**src/rtl/irq_pkg.sv**
```systemverilog
// Shared constants, FSM state type and per-source candidate helpers for the interrupt controller.
// Optional IRQ_CONTROLLER_NMI_EN makes source 0 non-maskable in src_cand.
package irq_pkg;
    localparam int NUM_GROUPS    = 8;
    localparam int SRC_PER_GROUP = 4;
    localparam int NSRC          = NUM_GROUPS * SRC_PER_GROUP;

    localparam logic [3:0] PRI_L = 4'd0;
    localparam logic [3:0] PRI_H = 4'd1;
    localparam logic [3:0] ENA0  = 4'd2;
    localparam logic [3:0] ENA1  = 4'd3;
    localparam logic [3:0] ENA2  = 4'd4;
    localparam logic [3:0] ENA3  = 4'd5;
    localparam logic [3:0] ACT0  = 4'd6;
    localparam logic [3:0] ACT1  = 4'd7;
    localparam logic [3:0] ACT2  = 4'd8;
    localparam logic [3:0] ACT3  = 4'd9;
    localparam logic [3:0] NUM_REGS = 4'd10;

    typedef enum logic [1:0] {IDLE, PENDING, ACKED} irq_state_e;

    function automatic logic [1:0] group_pri(input logic [15:0] pri, input logic [2:0] grp);
        return pri[{grp, 1'b0} +: 2];
    endfunction

    function automatic logic src_cand(input logic [NSRC-1:0] act, input logic [NSRC-1:0] ena,
                                      input logic [15:0] pri, input logic [1:0] level,
                                      input logic [4:0] src);
`ifdef IRQ_CONTROLLER_NMI_EN
        if (src == 5'd0) return act[0];
`endif
        return act[src] & ena[src] & (group_pri(pri, src[4:2]) > level);
    endfunction
endpackage

```
**src/rtl/irq_arbiter.sv**
```systemverilog
// Combinational pick of the highest-priority candidate source; ties go to the lowest index.
// Zero latency; valid_o low when nothing qualifies.
module irq_arbiter
    import irq_pkg::*;
(
    input  logic [NSRC-1:0] act_i,
    input  logic [NSRC-1:0] ena_i,
    input  logic [15:0]     pri_i,
    input  logic [1:0]      level_i,
    output logic            valid_o,
    output logic [4:0]      winner_o,
    output logic [1:0]      winner_pri_o
);
    always_comb begin
        valid_o      = 1'b0;
        winner_o     = 5'd0;
        winner_pri_o = 2'd0;
        // Ascending scan with strict compare keeps the lowest index on a priority tie.
        for (int n = 0; n < NSRC; n++) begin
            if (src_cand(act_i, ena_i, pri_i, level_i, 5'(n)) &&
                (!valid_o || group_pri(pri_i, 3'(n >> 2)) > winner_pri_o)) begin
                valid_o      = 1'b1;
                winner_o     = 5'(n);
                winner_pri_o = group_pri(pri_i, 3'(n >> 2));
            end
        end
`ifdef IRQ_CONTROLLER_NMI_EN
        if (act_i[0]) begin
            valid_o      = 1'b1;
            winner_o     = 5'd0;
            winner_pri_o = 2'd3;
        end
`endif
    end
endmodule

```
**src/rtl/irq_controller.sv**
```systemverilog
// Memory-mapped interrupt controller: pulse latching, enables, group priorities, req/vector/ack handshake.
// irq_in at clk_ce cycle t -> ACT at t+1 -> irq_req at t+2; define IRQ_CONTROLLER_NMI_EN for non-maskable source 0.
module irq_controller
    import irq_pkg::*;
#(
    parameter int          NUM_SRC     = 32,
    parameter logic [23:0] IRQ_BASE    = 24'h002020,
    parameter logic [7:0]  VECTOR_BASE = 8'h03
) (
    input  logic               clk,
    input  logic               reset,
    input  logic               clk_ce,
    input  logic               bus_write,
    input  logic               bus_read,
    input  logic [23:0]        bus_address_in,
    input  logic [7:0]         bus_data_in,
    output logic [7:0]         bus_data_out,
    input  logic [NUM_SRC-1:0] irq_in,
    input  logic [1:0]         cpu_level,
    output logic               irq_req,
    output logic [7:0]         irq_vector,
    input  logic               irq_ack
);
    logic [15:0]     pri_q, pri_d;
    logic [NSRC-1:0] ena_q, ena_d;
    logic [NSRC-1:0] act_q, act_d, act_clr;
    irq_state_e      state_q, state_d;
    logic [7:0]      vec_q, vec_d;
    logic [4:0]      src_q, src_d;

    logic [23:0] addr_rel;
    logic        addr_hit;
    logic [3:0]  addr_off;
    logic        arb_valid;
    logic [4:0]  arb_winner;
    logic [1:0]  unused_arb_pri;
    logic        unused_bus_read;

    assign unused_bus_read = bus_read;
    // Addresses below the base wrap to huge offsets, so one compare covers both ends.
    assign addr_rel = bus_address_in - IRQ_BASE;
    assign addr_hit = addr_rel < 24'(NUM_REGS);
    assign addr_off = addr_rel[3:0];

    always_comb begin
        bus_data_out = 8'h00;
        if (addr_hit) begin
            case (addr_off)
                PRI_L:   bus_data_out = pri_q[7:0];
                PRI_H:   bus_data_out = pri_q[15:8];
                ENA0:    bus_data_out = ena_q[7:0];
                ENA1:    bus_data_out = ena_q[15:8];
                ENA2:    bus_data_out = ena_q[23:16];
                ENA3:    bus_data_out = ena_q[31:24];
                ACT0:    bus_data_out = act_q[7:0];
                ACT1:    bus_data_out = act_q[15:8];
                ACT2:    bus_data_out = act_q[23:16];
                ACT3:    bus_data_out = act_q[31:24];
                default: bus_data_out = 8'h00;
            endcase
        end
    end

    always_comb begin
        pri_d   = pri_q;
        ena_d   = ena_q;
        act_clr = '0;
        if (bus_write && addr_hit) begin
            case (addr_off)
                PRI_L:   pri_d[7:0]     = bus_data_in;
                PRI_H:   pri_d[15:8]    = bus_data_in;
                ENA0:    ena_d[7:0]     = bus_data_in;
                ENA1:    ena_d[15:8]    = bus_data_in;
                ENA2:    ena_d[23:16]   = bus_data_in;
                ENA3:    ena_d[31:24]   = bus_data_in;
                ACT0:    act_clr[7:0]   = bus_data_in;
                ACT1:    act_clr[15:8]  = bus_data_in;
                ACT2:    act_clr[23:16] = bus_data_in;
                ACT3:    act_clr[31:24] = bus_data_in;
                default: ;
            endcase
        end
        // A fresh pulse overrides a software clear of the same bit.
        act_d = (act_q & ~act_clr) | irq_in;
    end

    irq_arbiter u_arbiter (
        .act_i        (act_q),
        .ena_i        (ena_q),
        .pri_i        (pri_q),
        .level_i      (cpu_level),
        .valid_o      (arb_valid),
        .winner_o     (arb_winner),
        .winner_pri_o (unused_arb_pri)
    );

    always_comb begin
        state_d = state_q;
        vec_d   = vec_q;
        src_d   = src_q;
        case (state_q)
            IDLE: begin
                if (arb_valid) begin
                    state_d = PENDING;
                    vec_d   = VECTOR_BASE + {3'b000, arb_winner};
                    src_d   = arb_winner;
                end
            end
            PENDING: begin
                if (irq_ack)
                    state_d = ACKED;
                else if (!src_cand(act_q, ena_q, pri_q, cpu_level, src_q))
                    state_d = IDLE;
            end
            ACKED:   state_d = IDLE;
            default: state_d = IDLE;
        endcase
    end

    always_ff @(posedge clk or negedge reset) begin
        if (!reset) begin
            pri_q   <= '0;
            ena_q   <= '0;
            act_q   <= '0;
            state_q <= IDLE;
            vec_q   <= 8'h00;
            src_q   <= 5'd0;
        end else if (clk_ce) begin
            pri_q   <= pri_d;
            ena_q   <= ena_d;
            act_q   <= act_d;
            state_q <= state_d;
            vec_q   <= vec_d;
            src_q   <= src_d;
        end
    end

    assign irq_req    = (state_q == PENDING);
    assign irq_vector = vec_q;
endmodule

```
**config.mk**
```make
export PLATFORM = sky130hd
export DESIGN_NAME = irq_controller
export DESIGN_NICKNAME = d
export VERILOG_FILES = /design/src/rtl/irq_pkg.sv /design/src/rtl/irq_arbiter.sv /design/src/rtl/irq_controller.sv
export SDC_FILE = /design/constraint.sdc
export NUM_CORES = 1
export LEC_CHECK = 0
export CORE_ASPECT_RATIO = 0.7
export CORE_MARGIN = 4
export CORE_UTILIZATION = 30
export DETAILED_ROUTE_END_ITERATION = 12
export DONT_BUFFER_PORTS = 1
export GPL_TIMING_DRIVEN = 0
export HOLD_SLACK_MARGIN = 0.02
export PLACE_DENSITY = 0.52
export SLEW_MARGIN = 20
export SYNTH_ARGS = -nofsm -noshare
export SYNTH_HDL_FRONTEND = slang
export SYNTH_SLANG_ARGS = --single-unit
```
**constraint.sdc**
```tcl
create_clock -name clk -period 69.5 [get_ports clk]
set_input_delay 13.9 -clock clk [delete_from_list [all_inputs] [get_ports clk]]
set_output_delay 13.9 -clock clk [all_outputs]
set_load 0.005 [all_outputs]
```
==> impl_metrics.toml <==
[run_status]
status = "finished clean"

[grt]
grt_pass1_wl_mm = 47.2
grt_pass1_vias = 7508
track_usage = 0.197
grt_overflow_total = 0
grt_antenna_before_repair = 0
grt_max_degree = 94

[run]
drv_cap = 0

[final_layout]
fin_nets = 1123
diodes = 0
n_fill_cell = 2934
fin_util = 0.332
area_growth_pct = 9.08
drive_above_1_share = 0.127

[min_path]
hp-class = "flip-flop to flip-flop"

[critical_path]
rr_worst_depth = 176
rrSetupSlack_ns = 28.24
reg2reg_to = "irq_vector[4]$_DFFE_PN0P_"
arrival_ns = 54.91
cp_common_cell = "ha_1"
endpoint = "irq_vector[4]$_DFFE_PN0P_"
r2r-start = "pri_q[0]$_DFFE_PN0P_"
cp_max_fo = 10
cp_slowest_cell = "o32ai_1"
criticalPathCategory = "input pin to flip-flop"
critPathLaunchType = "input pin"
crit_path_start = "cpu_level[1]"
cpPeakStageDelay_ns = 0.68
worst-endpoint-required_ns = 69.77
crit_path_end_kind = "flip-flop"

[synth]
yosys.area.top_type = "dfrtp_1"
synth_common_cells = "nand2_1, dfrtp_1, nor2_1"
ys_types = 85
seq_area_frac_synth = 0.276
synth_most_common_cell = "nand2_1"
syn_inst = 987
async_reset_ff_frac = 1.00
synth_edf_count = 0
ys_ff_latch = 93
synth_area_leaders = "dfrtp_1, ha_1, mux2_2"
synth.top_cell.area_share = 0.276
syn_avg_cell_area_um2 = 8.55
yosysWarnings = 0
netlist_area_um2 = 8440
ys.flop_type = "dfrtp_1"

[floorplanning]
die_w_um = 208
dieHeight_um = 148
rows = 51
start_util = 0.304
dieArea_um2 = 30900
ios = 89
core_region_area_um2 = 27800

[sta]
tns_ns = 0
whs_ns = 0.527
finalHoldViolations = 0
rsz0062_at_grt = "no"
finClkSkew_ns = 0.00729
drv_slew = 0
timing.final.ws_setup_ns = 14.86
period_share = 0.786
relSlewSlack = 0.420
worst_pin_slew_ns = 0.870
finalSetupViolations = 0
fmax_ghz = 0.0183
fin_crit_ns = 54.64

[route]
ant_nets = 0
drc_errors = 0
vias = 8093
wire_per_inst_um = 22.5
drt_pass1_iterations = 6
drt_wl_total_mm = 30.9
drtIter0Drc = 1003
via_per_inst = 5.89

[pwr]
peakVddDrop_uv = 12.1
p_leak_nw = 3.79
p_per_area_nw_per_um2 = 14.9

[place]
preCtsSetupSlack_ns = 14.96
gp_congestion = 0.924
dpl.hpwl_mm = 24.4
port_buffers = 0

[clock_network]
cts.hold.buffers_added = 0
cts.repair.resized = 0
cts-root-buf = "clkbuf_16"
cts_buffers = 9
clk_latency_ns = 0.35
clkTransAtPathRegs_ns = 0.07
cts_setup_buffers = 0
cts_sinks = 93
cts_tree = "done"
clk_path_buf_depth = 2
cts_max_level = 3
[worst max-delay path, delay by kind of cell]
family                   cells  cell delay (ns)
multiplexers                15             5.52
AND/OR/NAND/NOR             53             9.37
AO/OA/AOI/OAI               71            15.60
adder cells (fa/ha/maj)     35             9.98
buffers and inverters        2             0.50
[flip-flops by register name (all words and copies together) (netlist names)]
name,count
src_q,5
state_q,2
act_q,32
pri_q,16
irq_vector,6
ena_q,32
[through the flow]
| step | std cells | cell area, µm² | total power [mW] |
|---|---|---|---|
| 2_1_floorplan | 988 | 8440 | 0.0788 |
| 4_1_cts | 1374 | 9200 | 0.138 |
| 3_5_place_dp | 1359 | 8900 | 0.0872 |
| 3_3_place_gp | 1359 | 8900 | 0.0868 |
| 6_report | 1374 | 9200 | 0.137 |
| 5_1_grt | 1374 | 9200 | 0.143 |
[metal layers]
metal	vias up	GRT usage	part of all wire
li1	3758	-	-
met4	0	0.0391	0.015
met1	3965	0.319	0.51
met2	340	0.263	0.38
met5	-	0	0
met3	30	0.0417	0.087
[where the power goes]
part,internal (mW),switching (mW)
logic,0.00927,0.0152
clock network,0.0288,0.0222
registers,0.0575,0.00431
total,0.0955,0.0418
[cell usage in the layout (no fill, tap or decap), drive strengths merged, types with 10 or more instances in the layout]
| master | Yosys | layout |
|---|---|---|
| a21oi | 59 | 59 |
| nor3 | 19 | 19 |
| a21o | 10 | 10 |
| o21ai | 66 | 66 |
| nor2 | 91 | 91 |
| clkbuf | 35 | 45 |
| nand3 | 34 | 34 |
| ha | 52 | 52 |
| a22o | 38 | 38 |
| mux4 | 17 | 17 |
| and2 | 18 | 18 |
| nand2 | 132 | 132 |
| mux2i | 11 | 11 |
| dfrtp | 93 | 93 |
| and3 | 11 | 11 |
| inv | 30 | 31 |
| o211ai | 13 | 13 |
| nor2b | 14 | 14 |
| a22oi | 12 | 12 |
| mux2 | 57 | 57 |
[logic make-up after synthesis]
logic type      Yosys count  synth area share
mux                      85             0.135
simple gates            375             0.210
flops                    93             0.276
buf+inv                  73            0.0338
other cells               1          0.000444
fa+ha+maj                59            0.0854
xor+xnor                  3           0.00311
compound gates          298             0.256
[worst min-delay path by stage]
stage	startpoint	endpoint	slack, ns	cells after the start
global placement	ena_q[9]$_DFFE_PN0P_	ena_q[9]$_DFFE_PN0P_	0.51	1
CTS	irq_vector[1]$_DFFE_PN0P_	irq_vector[1]$_DFFE_PN0P_	0.53	2
floorplan	irq_vector[3]$_DFFE_PN0P_	irq_vector[3]$_DFFE_PN0P_	0.47	2
global route	act_q[8]$_DFFE_PN0P_	act_q[8]$_DFFE_PN0P_	0.55	1
detailed placement	irq_vector[1]$_DFFE_PN0P_	irq_vector[1]$_DFFE_PN0P_	0.52	2
finish	irq_vector[1]$_DFFE_PN0P_	irq_vector[1]$_DFFE_PN0P_	0.53	2
[area by class of cell]
| type | count | area (µm²) | share of cell area |
|---|---|---|---|
| buffer | 43 | 173 | 0.0188 |
| clock buffer | 10 | 239 | 0.0260 |
| clock inverter | 5 | 58.8 | 0.00639 |
| inverter | 30 | 113 | 0.0122 |
| multi-input combinational | 822 | 5830 | 0.633 |
| sequential | 93 | 2330 | 0.253 |
| tap | 371 | 464 | 0.0504 |
No activity file was read; power rests on OpenSTA's default activity.
